File: config.mk
export PLATFORM = sky130hd
export DESIGN_NAME = pipe_stage_elastic_flat
export DESIGN_NICKNAME = d
export VERILOG_FILES = /design/src/rtl/pipe_stage_elastic_pkg.sv /design/src/rtl/pipe_stage_elastic_if.sv /design/src/rtl/pipe_sat_counter.sv /design/src/rtl/pipe_stage_elastic.sv /design/src/flat_wrapper.sv
export SDC_FILE = /design/constraint.sdc
export NUM_CORES = 1
export LEC_CHECK = 0
export BUFFER_PORTS_ARGS = -buffer_cell sky130_fd_sc_hd__clkbuf_2
export CAP_MARGIN = 40
export CORE_ASPECT_RATIO = 1.2
export CORE_MARGIN = 5
export CORE_UTILIZATION = 38
export DETAILED_ROUTE_END_ITERATION = 10
export PLACE_DENSITY = 0.63
export SYNTH_ARGS = -nofsm -noshare
export SYNTH_HDL_FRONTEND = slang
export SYNTH_SLANG_ARGS = --single-unit
File: constraint.sdc
create_clock -name CLK -period 3.5 [get_ports CLK]
set_input_delay 0.7 -clock CLK [delete_from_list [all_inputs] [get_ports CLK]]
set_output_delay 0.7 -clock CLK [all_outputs]
set_load 0.03 [all_outputs]
File: src/rtl/pipe_stage_elastic_pkg.sv
// rtl/pipe_stage_elastic_pkg.sv - shared pipeline types: stage state, per-boundary ctrl/data layouts, bubble constant
package pipe_stage_elastic_pkg;

  typedef enum logic [1:0] {
    PS_EMPTY = 2'd0,
    PS_ONE   = 2'd1,
    PS_TWO   = 2'd2
  } pipe_state_e;

  // IF/ID boundary
  typedef struct packed {
    logic       ihit;
    logic       halt_seen;
    logic [5:0] rsvd;
  } ifid_ctrl_t;

  typedef struct packed {
    logic [31:0] instr;
    logic [31:0] pc_plus4;
  } ifid_data_t;

  // ID/EX boundary
  typedef struct packed {
    logic       reg_wr;
    logic       mem_wr;
    logic       dren;
    logic       dwen;
    logic       halt;
    logic       alu_src;
    logic [3:0] alu_op;
    logic [1:0] branch_sel;
    logic [1:0] jump_sel;
    logic [1:0] wsel_src;
  } idex_ctrl_t;

  typedef struct packed {
    logic [31:0] pc_plus4;
    logic [31:0] rdat1;
    logic [31:0] rdat2;
    logic [31:0] imm;
    logic [31:0] instr;
  } idex_data_t;

  // EX/MEM boundary: 16 ctrl bits and 128 data bits are the stage defaults
  typedef struct packed {
    logic       reg_wr;
    logic       mem_wr;
    logic       dren;
    logic       dwen;
    logic       halt;
    logic [1:0] branch_sel;
    logic [1:0] jump_sel;
    logic [4:0] wsel;
    logic [1:0] rsvd;
  } exmem_ctrl_t;

  typedef struct packed {
    logic [31:0] pc_plus4;
    logic [31:0] alu_res;
    logic [31:0] rdat2;
    logic [31:0] imm;
  } exmem_data_t;

  // MEM/WB boundary
  typedef struct packed {
    logic       reg_wr;
    logic       halt;
    logic [4:0] wsel;
    logic       mem_to_reg;
  } memwb_ctrl_t;

  typedef struct packed {
    logic [31:0] alu_res;
    logic [31:0] dload;
    logic [31:0] pc_plus4;
  } memwb_data_t;

  // Bubble: every control field inactive
  localparam exmem_ctrl_t CTRL_NOP = '0;

endpackage

File: src/rtl/pipe_stage_elastic_if.sv
// rtl/pipe_stage_elastic_if.sv - valid/ready handshake bundle carrying one stage's ctrl and data vectors
interface pipe_stage_elastic_if
  import pipe_stage_elastic_pkg::*;
#(
  parameter int CTRL_W = $bits(exmem_ctrl_t),
  parameter int DATA_W = $bits(exmem_data_t)
);
  logic              valid;
  logic              ready;
  logic [CTRL_W-1:0] ctrl;
  logic [DATA_W-1:0] data;

  modport master (output valid, output ctrl, output data, input ready);
  modport slave  (input valid, input ctrl, input data, output ready);
endinterface

File: src/rtl/pipe_sat_counter.sv
// rtl/pipe_sat_counter.sv - saturating up-counter with enable, cleared only by reset
module pipe_sat_counter #(
  parameter int W = 16
) (
  input  logic         clk,
  input  logic         resetn,
  input  logic         en,
  output logic [W-1:0] count
);

  always_ff @(posedge clk) begin
    if (!resetn) begin
      count <= '0;
    end else if (en && (count != {W{1'b1}})) begin
      count <= count + W'(1);
    end
  end

endmodule

File: src/rtl/pipe_stage_elastic.sv
// rtl/pipe_stage_elastic.sv - elastic pipeline register with freeze, flush-to-bubble and optional skid entry
module pipe_stage_elastic
  import pipe_stage_elastic_pkg::*;
#(
  parameter int DATA_W = 128,
  parameter int CTRL_W = 16,
  parameter int SKID   = 1,
  parameter int CNT_W  = 16
) (
  input  logic                 CLK,
  input  logic                 nRST,
  pipe_stage_elastic_if.slave  upstream,
  pipe_stage_elastic_if.master downstream,
  input  logic                 freeze,
  input  logic                 flush,
  output logic [1:0]           occupancy,
  output logic [CNT_W-1:0]     bp_cycles
);

  localparam logic [1:0] S_EMPTY = 2'(PS_EMPTY);
  localparam logic [1:0] S_ONE   = 2'(PS_ONE);
  localparam logic [1:0] S_TWO   = 2'(PS_TWO);
  localparam bit         SKID_EN = (SKID != 0);
  localparam logic [CTRL_W-1:0] BUBBLE = {CTRL_W{CTRL_NOP[0]}};

  logic [1:0]        state;
  logic [CTRL_W-1:0] main_ctrl;
  logic [DATA_W-1:0] main_data;
  logic [CTRL_W-1:0] skid_ctrl;
  logic [DATA_W-1:0] skid_data;

  logic in_ready;
  logic out_valid;
  logic in_fire;
  logic out_fire;
  logic bp_en;

  // Without the skid entry, ready must look through to the downstream ready
  assign in_ready  = !freeze && !flush &&
                     (SKID_EN ? (state != S_TWO) : ((state == S_EMPTY) || downstream.ready));
  assign out_valid = (state != S_EMPTY) && !freeze;
  assign in_fire   = upstream.valid && in_ready;
  assign out_fire  = out_valid && downstream.ready;

  assign upstream.ready   = in_ready;
  assign downstream.valid = out_valid;
  assign downstream.ctrl  = out_valid ? main_ctrl : BUBBLE;
  assign downstream.data  = main_data;
  assign occupancy        = state;

  always_ff @(posedge CLK) begin
    if (!nRST) begin
      state     <= S_EMPTY;
      main_ctrl <= '0;
      main_data <= '0;
      skid_ctrl <= '0;
      skid_data <= '0;
    end else if (flush) begin
      state     <= S_EMPTY;
      main_ctrl <= BUBBLE;
      skid_ctrl <= BUBBLE;
    end else if (!freeze) begin
      case (state)
        S_EMPTY: begin
          if (in_fire) begin
            state     <= S_ONE;
            main_ctrl <= upstream.ctrl;
            main_data <= upstream.data;
          end
        end
        S_ONE: begin
          if (in_fire && out_fire) begin
            main_ctrl <= upstream.ctrl;
            main_data <= upstream.data;
          end else if (in_fire && SKID_EN) begin
            // main stays the older entry; the newcomer waits behind it
            state     <= S_TWO;
            skid_ctrl <= upstream.ctrl;
            skid_data <= upstream.data;
          end else if (out_fire) begin
            state <= S_EMPTY;
          end
        end
        S_TWO: begin
          if (out_fire) begin
            state     <= S_ONE;
            main_ctrl <= skid_ctrl;
            main_data <= skid_data;
          end
        end
        default: state <= S_EMPTY;
      endcase
    end
  end

  // Counts stalls on the raw state so a flush cycle under backpressure still counts
  assign bp_en = (state != S_EMPTY) && !downstream.ready && !freeze;

  pipe_sat_counter #(
    .W(CNT_W)
  ) u_bp_counter (
    .clk   (CLK),
    .resetn(nRST),
    .en    (bp_en),
    .count (bp_cycles)
  );

endmodule

File: src/flat_wrapper.sv
// flat-port wrapper written by rule: the top's interface ports become plain ports
module pipe_stage_elastic_flat import pipe_stage_elastic_pkg::*;
#(
  parameter int DATA_W = 128,
  parameter int CTRL_W = 16,
  parameter int SKID   = 1,
  parameter int CNT_W  = 16
)
  (CLK, nRST, freeze, flush, occupancy, bp_cycles, upstream_valid, upstream_ctrl, upstream_data, upstream_ready, downstream_valid, downstream_ctrl, downstream_data, downstream_ready);
  pipe_stage_elastic_if #(.CTRL_W(CTRL_W), .DATA_W(DATA_W)) upstream_i ();
  pipe_stage_elastic_if #(.CTRL_W(CTRL_W), .DATA_W(DATA_W)) downstream_i ();
  input  logic CLK;
  input  logic nRST;
  input  logic freeze;
  input  logic flush;
  output logic [1:0] occupancy;
  output logic [CNT_W-1:0] bp_cycles;
  input wire logic [$bits(upstream_i.valid)-1:0] upstream_valid;
  input wire logic [$bits(upstream_i.ctrl)-1:0] upstream_ctrl;
  input wire logic [$bits(upstream_i.data)-1:0] upstream_data;
  output wire logic [$bits(upstream_i.ready)-1:0] upstream_ready;
  output wire logic [$bits(downstream_i.valid)-1:0] downstream_valid;
  output wire logic [$bits(downstream_i.ctrl)-1:0] downstream_ctrl;
  output wire logic [$bits(downstream_i.data)-1:0] downstream_data;
  input wire logic [$bits(downstream_i.ready)-1:0] downstream_ready;
  assign upstream_i.valid = upstream_valid;
  assign upstream_i.ctrl = upstream_ctrl;
  assign upstream_i.data = upstream_data;
  assign upstream_ready = upstream_i.ready;
  assign downstream_valid = downstream_i.valid;
  assign downstream_ctrl = downstream_i.ctrl;
  assign downstream_data = downstream_i.data;
  assign downstream_i.ready = downstream_ready;
  pipe_stage_elastic #(.DATA_W(DATA_W), .CTRL_W(CTRL_W), .SKID(SKID), .CNT_W(CNT_W)) u_core (.CLK(CLK), .nRST(nRST), .upstream(upstream_i), .downstream(downstream_i), .freeze(freeze), .flush(flush), .occupancy(occupancy), .bp_cycles(bp_cycles));
endmodule
# Word level (Yosys, flattened, before mapping)
# Cells that the tools add are included.
# op_classes
add_sub_neg	1
multipliers	0
n_div	0
order_cmp	0
eq_ne	9
shift	0
muxes	15
n_bitwise	4
reduce_logical	21
# ops
op	count
128-bit two-way mux	3
128-bit case mux with 3 select lines	1
16-bit two-way mux	4
16-bit case mux with 3 select lines	1
16-bit by 1-bit adder with 16-bit output, second input constant	1
16-bit != test, second input constant	1
5-bit AND reduction	3
2-bit two-way mux	5
1-bit logical AND	9
2-bit by 1-bit != test with 1-bit output, second input constant	3
2-bit case mux with 3 select lines	1
6-bit AND reduction	1
2-bit != test, second input constant	2
1-bit NOT	4
4-bit AND reduction	1
1-bit logical NOT	3
3-bit by 1-bit != test with 1-bit output, second input constant	1
3-bit nonzero test	1
2-bit by 1-bit equality test with 1-bit output, second input constant	1
2-bit equality test, second input constant	1
2-bit logical NOT	1
2-bit nonzero test	1
2-bit OR reduction	1
# word_totals
ff_bits	306
latchBits	0
ram_bits	0
romBits	0
output_inout_bits	164
wordCells	56
n_memories	0

# Depth between registers and ports, before layout
# Gate-level depths: netlist of the first run.
# logic_depth
depth_word	7
mapped_depth	8
depth_no_buf	5

# By module
# From an unflattened synthesis of the first run, not the netlist that was laid out.
# hier_totals
cells_unflattened	1422
hier_area_um2	13405.4
# modules_own_cells
module	n_inst	cells_each	area_per_inst_um2	seq_area_each_um2
pipe_stage_elastic	1	1325	12568.3	5805.6
pipe_sat_counter	1	97	837.1	320.3

# Worst setup path before layout of the first run
# No wires, ideal clock.
# synth_timing
path_kind	input port to output port
startpoint	in freeze
endpoint	out downstream_ctrl[10]
arrival_time_ns	1.855
slack_ns	0.945
path_stages	4
cell_sequence	o21ba_2 > buf_2 > clkbuf_1 > and2_1
# synth_via
elab_chain_cells	3
# synth_rtl
element	line	rtl
start, declared	flat_wrapper.sv:14	input logic freeze;
1-bit logical NOT	pipe_stage_elastic.sv:41	assign out_valid = (state != S_EMPTY) && !freeze;
1-bit logical AND	pipe_stage_elastic.sv:41	
named net downstream_valid	flat_wrapper.sv:22	output wire logic [$bits(downstream_i.valid)-1:0] downstream_valid;
16-bit two-way mux	pipe_stage_elastic.sv:47	assign downstream.ctrl = out_valid ? main_ctrl : BUBBLE;
end, declared	flat_wrapper.sv:23	output wire logic [$bits(downstream_i.ctrl)-1:0] downstream_ctrl;
# The timed path passes the listed nets, and every way through them passes these cells.

# Final worst setup path of the first run
# layout_timing
startpoint	reg u_core.state[1] (netlist: u_core.occupancy[1])
endpoint	out downstream_ctrl[5]
# layout_via
elab_chain_cells	3
# layout_rtl
element	line	rtl
start, declared	pipe_stage_elastic.sv:26	logic [1:0] state;
start signal, assigned	pipe_stage_elastic.sv:53	state <= S_EMPTY;
start signal, assigned	pipe_stage_elastic.sv:59	state <= S_EMPTY;
start signal, assigned	pipe_stage_elastic.sv:66	state <= S_ONE;
2-bit nonzero test	pipe_stage_elastic.sv:41	
1-bit logical AND	pipe_stage_elastic.sv:41	
16-bit two-way mux	pipe_stage_elastic.sv:47	
# No other way between the ends.

==> results.yml, run 1 <==
timing:
  timing.final.max_slew_violations: 0
  setup_tns_ps: 0
  rsz0062_at_grt: "false"
  slew_headroom: 0.358
  clock_skew_ps: 14.9
  setup_violations: 0
  whs_ps: 420
  max_clock_freq_mhz: 386
  finalHoldViolCount: 0
  fin_crit_ps: 2590
  tightest_slew_ps: 963
  fin_crit_sh: 0.741
setup_path:
  crit_type: "reg2out"
  critPathArrivalTime_ps: 1890
  crit_family: "flip-flops"
  cp.required_ps: 2800
  end_kind: "output pin"
  start_kind: "flip-flop"
  crit_path_top_delay_cell: "dfxtp_1"
  r2r_start: "u_core.occupancy[1]$_SDFFE_PP0P_"
  cp_slowest_stage_delay_ps: 550
  cp_max_fo: 20
  crit_start: "u_core.occupancy[1]$_SDFFE_PP0P_"
  crit_buf_inv: 1
  cp_cell_sequence: "o21ba_2 > and2_1 > clkbuf_2"
synthesis:
  synthSimpleGateAreaFrac: 0.212
  syn_area_per_cell_um2: 7.77
  synth.top_cell.area_share: 0.492
  synth_edf_count: 0
  synth_nets: 1754
  yosysWarnings: 0
  synth-main-ff-cell: "dfxtp_1"
  yosysTopAreaCell: "dfxtp_1"
  synth-seq-area-share: 0.492
  synth_top_family_by_area: "compound AO/OA/AOI/OAI gates"
  yosys.area_share.xor_xnor: 0.000703
  syn_area_um2: 12500
  synth_cells: 1603
  async_reset_ff_frac: 0
  synth-seq-cells: 306
  synth_compound_gate_area_share: 0.240
  yosys.area_share.adder: 0.00100
  ys_types: 42
  synth_mux_area_frac: 0.00402
  synth.top_cells.by_area: "dfxtp_1, nand2_1, a21oi_1"
power:
  total_power_mw: 8.07
  power_density_nw_per_um2: 523
  p_leak_nw: 5.92
  ir_worst_vdd_uv: 438
layout:
  fillers: 3209
  multi_input_area_um2: 5740
  syn2layout_area_growth_pct: 24.0
  finalNetCount: 1972
  seqCellArea_um2: 6130
  drive_gt1_frac: 0.219
hold_path:
  min_path_type: "in2reg"
  hp-start: "upstream_data[55]"
placed_design:
  port_buffers: 313
  gp_congestion: 0.808
  dp_hpwl_mm: 23.4
run_status:
  outcome: "finished clean"
drt:
  drt_iter0_markers: 979
  routed_via_density: 5.42
  drtPass1Iterations: 5
  wl_mm: 39.2
  ant_nets: 0
  wl_per_cell_um: 17.4
  drc: 0
  via_count: 12200
global_routing:
  grt_max_degree: 146
  antenna_found_initial: 3
  grt_pass1_vias: 11300
  grt_pass1_wl_mm: 62.2
  grt_overflow: 0
  grt_usage: 0.203
die:
  initial_core_util: 0.385
  ioPinCount: 314
  die_h_um: 208
  fp.coreArea_um2: 32300
  row_count: 72
  die_area_um2: 36500
  die_width_um: 175
cts:
  cts_resized: 0
  cts_made_buffers: 34
  insertion_delay_ps: 510
  numClockSinks: 306
  cts_max_path_buffers: 3
  cts_tree: "built"
  cts_hold_buf: 0
  post_cts.repair.setup_buffers: 0
  cts_max_level: 2
  clk_pin_slew_ps: 60
  cts-root-buf: "clkbuf_16"
run:
  maxCapViolations: 0
## flip-flops by register name, summed over array words and instances (netlist names)
name                       count
u_core.main_ctrl              16
u_core.occupancy               2
u_core.skid_ctrl              16
u_core.u_bp_counter.count     16
u_core.skid_data             128
u_core.downstream.data       128
## worst paths after layout
check,slack [ps],cells after the start,endpoint
worst max register to register,1090,4,u_core.u_bp_counter.count[3]$_SDFFE_PN0P_
worst min-delay path,420,3,u_core.skid_data[55]$_SDFFE_PN0P_
worst max-delay path,910,3,downstream_ctrl[5]
worst min register to register,450,2,u_core.skid_data[100]$_SDFFE_PN0P_
## through the flow
step	instances	cell area [um2]	setup WS [ps]	utilization
3_5_place_dp	2192	14300	874	0.441
4_1_cts	2251	15400	883	0.477
5_1_grt	2253	15400	753	0.478
3_3_place_gp	2191	14200	899	0.440
2_1_floorplan	1603	12500	945	-
6_report	2253	15400	908	0.478
## worst min-delay path: cells and delay by family
family / cells / cell delay [ps]
compound gates: 1 / 50
buf+inv: 1 / 90
simple gates: 1 / 50
## layer usage
layer | vias to the layer above | GRT usage | wire, um
met1 | 5803 | 0.266 | 16700
li1 | 5982 | - | -
met3 | 51 | 0.0494 | 2840
met4 | 2 | 0.0585 | 755
met2 | 380 | 0.331 | 18800
met5 | - | 0 | 20
## placed cells by master, fill, tap and decap left out, types with 2 or more instances in the layout
cell       instances
nand4b_1           2
nor4_1             4
clkinv_4           2
a311oi_1         129
clkinv_2           5
a21oi_1          299
clkbuf_16         35
o21ai_0           20
buf_4             12
nor2_1             6
o31ai_1            7
inv_1              3
nand4_1            2
clkbuf_1           3
nand2b_1           6
diode_2            2
nand3_1            6
bufinv_16          4
a211o_1           16
and2_1            16
clkbuf_2         313
mux2i_1            5
buf_12             9
or4_1              6
nor2b_1            4
dfxtp_1          306
clkbuf_8           9
nand2_1          587
or4_2              2
## synthesized netlist by cell type, drive strengths merged (6+ instances only)
master  instances
nor2            7
nand2         587
nand3           6
and2           17
buf            43
a211o          16
a311oi        129
dfxtp         306
a21oi         299
o31ai           7
or4             8
clkbuf        110
nand2b          7
o21ai          20
## logic make-up after synthesis
kind of cell    Yosys count
simple gates            654
buf+inv                 157
xor+xnor                  1
flops                   306
fa+ha+maj                 1
mux                       5
compound gates          479
## cell type report
| class | count | share of cell area |
|---|---|---|
| sequential | 306 | 0.397 |
| multi-input combinational | 1140 | 0.371 |
| timing repair buffer | 335 | 0.121 |
| clock buffer | 47 | 0.0654 |
| tap | 407 | 0.0330 |
| clock inverter | 12 | 0.0111 |
| inverter | 4 | 0.00146 |
| antenna | 2 | 0.000324 |
## report_power, final
| part | internal (mW) | switching [mW] | total (mW) |
|---|---|---|---|
| clock | 2.32 | 1.44 | 3.76 |
| combinational | 0.222 | 0.477 | 0.699 |
| sequential | 3.57 | 0.0516 | 3.62 |
| total | 6.10 | 1.97 | 8.07 |
Note: power is estimated with default switching activity, not from simulation.
==> inputs of run 2 (changes only) <==
--- a/config.mk
+++ b/config.mk
@@ -5,13 +5,14 @@
 export SDC_FILE = /design/constraint.sdc
 export NUM_CORES = 1
 export LEC_CHECK = 0
+export ABC_AREA = 1
 export BUFFER_PORTS_ARGS = -buffer_cell sky130_fd_sc_hd__clkbuf_2
 export CAP_MARGIN = 40
 export CORE_ASPECT_RATIO = 1.2
 export CORE_MARGIN = 5
 export CORE_UTILIZATION = 38
 export DETAILED_ROUTE_END_ITERATION = 10
-export PLACE_DENSITY = 0.63
+export PLACE_DENSITY = 0.62
 export SYNTH_ARGS = -nofsm -noshare
 export SYNTH_HDL_FRONTEND = slang
 export SYNTH_SLANG_ARGS = --single-unit
==> constraint.sdc (replaced) <==
create_clock -name CLK -period 2.5 [get_ports CLK]
set_input_delay 0.5 -clock CLK [delete_from_list [all_inputs] [get_ports CLK]]
set_output_delay 0.5 -clock CLK [all_outputs]
set_load 0.03 [all_outputs]
==> run 2 against run 1 <==
Core utilization fell by 1.6 points. Sequential power rose by 40%. Worst hold slack got worse by 190 ps. First-iteration DRC count fell by 27%. Die area rose by 19%. Clock power rose by 34%. Global-route usage fell by 0.57 points. Cell count rose by 40%. Setup slack got worse by 740 ps. Non-clock buffer count rose by 3. Critical path depth rose by 2. Register-to-register slack got worse by 770 ps. Critical path type unchanged. Largest cell class is now multi-input combinational cells. Highest routed layer is now met4.
==> results.yml, run 2 <==
synthesis:
  synth-main-ff-cell: "dfxtp_1"
  synth_nets: 2531
  synth.most_common_cell: "nand2_1"
  syn_area_um2: 15000
  synth.top_cells.by_area: "dfxtp_1, nand2_1, inv_1"
  ys_types: 25
  yosysTopAreaCell: "dfxtp_1"
  yosysWarnings: 0
  syn_area_per_cell_um2: 6.30
  synth-seq-area-share: 0.409
  async_reset_ff_frac: 0
  synth_edf_count: 0
  synth_cells: 2380
  yosys-top-cells-count: "nand2_1, inv_1, dfxtp_1"
  synth.top_cell.area_share: 0.409
  synth-seq-cells: 306
global_routing:
  antenna_found_initial: 1
  grt_pass1_vias: 13600
  grt_pass1_wl_mm: 70.8
  grt_overflow: 0
  grt_max_degree: 139
  grt_usage: 0.197
power:
  p_seq_frac: 0.447
  p_leak_nw: 9.14
  switching_share: 0.258
  ir_worst_vdd_uv: 423
  p_switching_mw: 2.93
  power_density_nw_per_um2: 631
  power.internal_mw: 8.42
  p_clk_frac: 0.443
  combPwrFrac: 0.111
layout:
  final_common_cell: "nand2_1"
  syn2layout_area_growth_pct: 19.8
  drive_gt1_frac: 0.154
  finalNetCount: 2748
  most-common-layout-cells: "nand2_1, inv_1, clkbuf_2, dfxtp_1, nor2_1"
hold_path:
  min_path_type: "in2reg"
timing:
  clock_skew_ps: 14.5
  max_clock_freq_mhz: 428
  setup_tns_ps: 0
  rsz0062_at_grt: "false"
  slew_headroom: 0.491
  fin_crit_sh: 0.935
  timing.final.max_slew_violations: 0
  fin_ws_ps: 164
  tightest_slew_ps: 763
  finalHoldViolCount: 0
  fin_crit_ps: 2340
  setup_violations: 0
cts:
  clk_pin_slew_ps: 60
  cts-root-buf: "clkbuf_16"
  numClockSinks: 306
  insertion_delay_ps: 510
  cts_max_path_buffers: 3
  cts_made_buffers: 36
  cts_tree: "built"
  cts_max_level: 2
  post_cts.repair.setup_buffers: 0
drt:
  wl_met1_mm: 19.2
  routed_via_density: 4.67
  wl_mm: 44.3
  ant_nets: 0
  top_layer: "met4"
  via_count: 14700
  drt_iter0_markers: 713
  wl_per_cell_um: 14.1
  met2_length_mm: 20.9
  drc: 0
  wl_met3_mm: 3.21
  drtPass1Iterations: 5
setup_path:
  cp_max_fo: 18
  crit_family: "simple AND/OR/NAND/NOR gates"
  crit_type: "reg2out"
  cp.required_ps: 2000
  critPathArrivalTime_ps: 1840
  crit_path_top_delay_cell: "dfxtp_1"
  end_kind: "output pin"
  crit_buf_inv: 2
  cp_slowest_stage_delay_ps: 440
  cp_cell_sequence: "inv_2 > nand2_2 > nand2_8 > nor2_1 > clkbuf_2"
  start_kind: "flip-flop"
placed_design:
  pre_cts_ws_ps: 95.8
  gp_congestion: 0.841
  port_buffers: 313
  dp_hpwl_mm: 27.8
die:
  die_h_um: 228
  row_count: 79
  fp.coreArea_um2: 38900
  die_area_um2: 43500
  die_width_um: 191
  ioPinCount: 314
  initial_core_util: 0.385
run:
  maxCapViolations: 0
run_status:
  outcome: "finished clean"
## run 2: metrics by stage
| stage | hold slack [ps] | cells | instance area (um2) | power (mW) | utilization |
|---|---|---|---|---|---|
| after global routing | 219 | 3145 | 18000 | 11.9 | 0.461 |
| after detailed placement | 440 | 3085 | 16800 | 6.43 | 0.432 |
| after floorplan | 424 | 2380 | 15000 | 6.00 | - |
| final | 228 | 3145 | 18000 | 11.3 | 0.461 |
| after global placement | 433 | 3085 | 16800 | 6.41 | 0.432 |
| after CTS | 187 | 3144 | 17900 | 11.5 | 0.461 |
## run 2: final timing paths
path	startpoint	end	slack, ps	cells after the start
worst min-delay path	upstream_data[79]	u_core.skid_data[79]$_SDFFE_PN0P_	230	3
worst max-delay path	u_core.occupancy[0]$_SDFFE_PP0P_	downstream_ctrl[1]	160	5
worst max register to register	u_core.occupancy[0]$_SDFFE_PP0P_	u_core.skid_data[26]$_SDFFE_PN0P_	320	9
worst min register to register	u_core.skid_data[38]$_SDFFE_PN0P_	u_core.skid_data[38]$_SDFFE_PN0P_	440	2
## run 2: area by class of cell
type                       count  area [um2]
fill                        4155       21000
multi-input combinational   1407        6240
sequential                   306        6130
timing repair buffer         338        1920
inverter                     508        1920
clock buffer                  52        1010
tap                          526         658
clock inverter                 7        87.6
antenna                        1        2.50
## run 2: kinds of logic (layout without fill, tap and decap cells)
logic type,Yosys count,in the layout,synth area share
AND/OR/NAND/NOR,1052,1052,0.289
buffers and inverters,667,905,0.180
AO/OA/AOI/OAI,343,343,0.115
flip-flops,306,306,0.409
XOR/XNOR,11,11,0.00643
adder cells (fa/ha/maj),1,1,0.000834
other,0,1,0
## run 2: routing by layer
metal,up-vias,track usage
li1,7605,-
met1,6637,0.252
met2,397,0.335
met3,59,0.0448
met4,0,0.0554
met5,-,0
## run 2: power by group through the flow
stage	clock network [mW]	logic, mW	registers [mW]
finish	5.02	1.25	5.07
global route	5.39	1.42	5.08
CTS	5.21	1.27	5.07
detailed placement	0	1.26	5.17
global placement	0	1.24	5.17
floorplan	0	0.641	5.36
## run 2: tightest hold or removal path: stages
cell and delay, ps:
clkbuf_2 90, nor2_1 40, nor2_1 80
## run 2: repair_timing
action,in CTS,in global routing
hold endpoints to repair,0,0
endpoints found under the setup margin,16,33
gates resized for setup,2,5
hold buffers,0,0
==> inputs of run 3 (changes only) <==
==> constraint.sdc (replaced) <==
create_clock -name CLK -period 2.3 [get_ports CLK]
set_input_delay 0.46 -clock CLK [delete_from_list [all_inputs] [get_ports CLK]]
set_output_delay 0.46 -clock CLK [all_outputs]
set_load 0.03 [all_outputs]
==> run 3 against run 2 <==
Clock skew decreased by 4.9 ps. Cell area increased by 0.87%. Non-clock buffer count increased by 1. Sequential share of layout area decreased by 0.29 points. Clock-buffer cell count increased by 1. Routed wire length decreased by 1.7%. Total power increased by 12%. Flip-flop and latch count unchanged. Worst hold slack got worse by 49 ps.
==> results.yml, run 3 (synthesized netlist as in run 2, its figures left out) <==
cts:
  cts-root-buf: "clkbuf_16"
  cts_made_buffers: 36
  cts_tree: "built"
  cts_max_level: 2
  numClockSinks: 306
  cts_max_path_buffers: 3
  clk_pin_slew_ps: 60
  insertion_delay_ps: 520
  cts_hold_buf: 0
power:
  combPwrFrac: 0.107
  p_switching_mw: 3.27
  total_power_mw: 12.7
  p_leak_nw: 9.21
  p_seq_frac: 0.434
  power.internal_mw: 9.41
  switching_share: 0.258
  power_density_nw_per_um2: 700
  ir_worst_vdd_uv: 501
  p_clk_frac: 0.459
die:
  die_h_um: 228
  die_width_um: 191
  initial_core_util: 0.385
  ioPinCount: 314
  fp.coreArea_um2: 38900
  die_area_um2: 43500
  row_count: 79
layout:
  final_common_cell: "nand2_1"
  syn2layout_area_growth_pct: 20.9
  most-common-layout-cells: "nand2_1, inv_1, clkbuf_2, dfxtp_1, nor2_1"
  stdcell_count: 3154
  drive_gt1_frac: 0.161
  finalNetCount: 2749
  final_area_um2: 18100
  final_core_util: 0.465
placed_design:
  port_buffers: 313
  dp_hpwl_mm: 27.7
  placed_cells: 3086
  placed_area_um2: 16900
  gp_congestion: 0.832
  pre_cts_ws_ps: 83.3
run:
  maxCapViolations: 0
drt:
  wl_mm: 43.6
  routed_via_density: 4.62
  wl_per_cell_um: 13.8
  ant_nets: 0
  drtPass1Iterations: 5
  via_count: 14600
  drt_iter0_markers: 780
  drc: 0
timing:
  fin_crit_sh: 0.952
  clock_skew_ps: 9.61
  fin_ws_ps: 110
  timing.final.max_slew_violations: 0
  tightest_slew_ps: 733
  max_clock_freq_mhz: 457
  setup_tns_ps: 0
  fin_crit_ps: 2190
  finalHoldViolCount: 0
  rsz0062_at_grt: "false"
  setup_violations: 0
  slew_headroom: 0.511
  whs_ps: 179
setup_path:
  crit_path_top_delay_cell: "dfxtp_2"
  end_kind: "output pin"
  cp_slowest_stage_delay_ps: 370
  crit_type: "reg2out"
  cp_cell_sequence: "inv_2 > nand2_2 > nand2_8 > nor2_1 > buf_2"
  reg2regPathDepth: 10
  critPathArrivalTime_ps: 1730
  r2r_slack_ps: 240
  start_kind: "flip-flop"
  cp_max_fo: 18
  cp.required_ps: 1840
global_routing:
  grt_pass1_vias: 13600
  grt_max_degree: 154
  grt_pass1_wl_mm: 69.7
  grt_overflow: 0
  grt_usage: 0.193
  antenna_found_initial: 5
hold_path:
  min_path_type: "in2reg"
  hold_depth: 3
run_status:
  outcome: "finished clean"
## run 3: changes by cell type in the layout (fill, tap and decap cells not counted), moves of 2 or more
cell | before | now
diode_2 | 1 | 4
clkbuf_1 | 12 | 5
inv_6 | 1 | 3
clkinv_2 | 4 | 6
nor2_2 | 2 | 8
clkbuf_8 | 3 | 11
clkbuf_2 | 312 | 309
nor2_1 | 287 | 281
clkbuf_4 | 0 | 2
## run 3: final timing paths
check,from,endpoint
worst max-delay path,u_core.occupancy[0]$_SDFFE_PP0P_,downstream_ctrl[2]
worst min-delay path,upstream_data[75],u_core.skid_data[75]$_SDFFE_PN0P_
worst max register to register,u_core.occupancy[0]$_SDFFE_PP0P_,u_core.main_ctrl[15]$_SDFFE_PP0P_
worst min register to register,u_core.skid_ctrl[14]$_SDFFE_PP0P_,u_core.skid_ctrl[14]$_SDFFE_PP0P_
## run 3: repair_timing
item                                    CTS  global route
resized for setup                        11             7
cloned                                    0             0
buffers inserted                          0             0
endpoints found under the setup margin   17            14
## run 3: power groups by stage
stage | sequential, mW | clock, mW | combinational [mW]
after CTS | 5.51 | 6.01 | 1.38
after global routing | 5.52 | 6.23 | 1.54
after detailed placement | 5.62 | 0 | 1.36
after floorplan | 5.83 | 0 | 0.697
final | 5.51 | 5.82 | 1.36
after global placement | 5.62 | 0 | 1.35
## run 3: final cells by class
| cell class | instances | area [um2] |
|---|---|---|
| Sequential cell | 306 | 6130 |
| Inverter | 508 | 1920 |
| Clock inverter | 11 | 116 |
| Clock buffer | 53 | 1100 |
| Antenna cell | 4 | 10.0 |
| Fill cell | 4079 | 20800 |
| Timing Repair Buffer | 339 | 1950 |
| Tap cell | 526 | 658 |
| Multi-Input combinational cell | 1407 | 6250 |
## run 3: routing by layer
layer,GRT usage,share of wire,vias up
li1,-,-,7623
met1,0.251,0.44,6509
met2,0.321,0.47,395
met3,0.0486,0.076,51
met4,0.0531,0.018,2
met5,0,0.00030,-
## run 3: worst max-delay path: cells and delay by family (launching register included)
family | cells | cell delay [ps]
flip-flops | 1 | 370
buffers and inverters | 2 | 330
AND/OR/NAND/NOR | 3 | 500
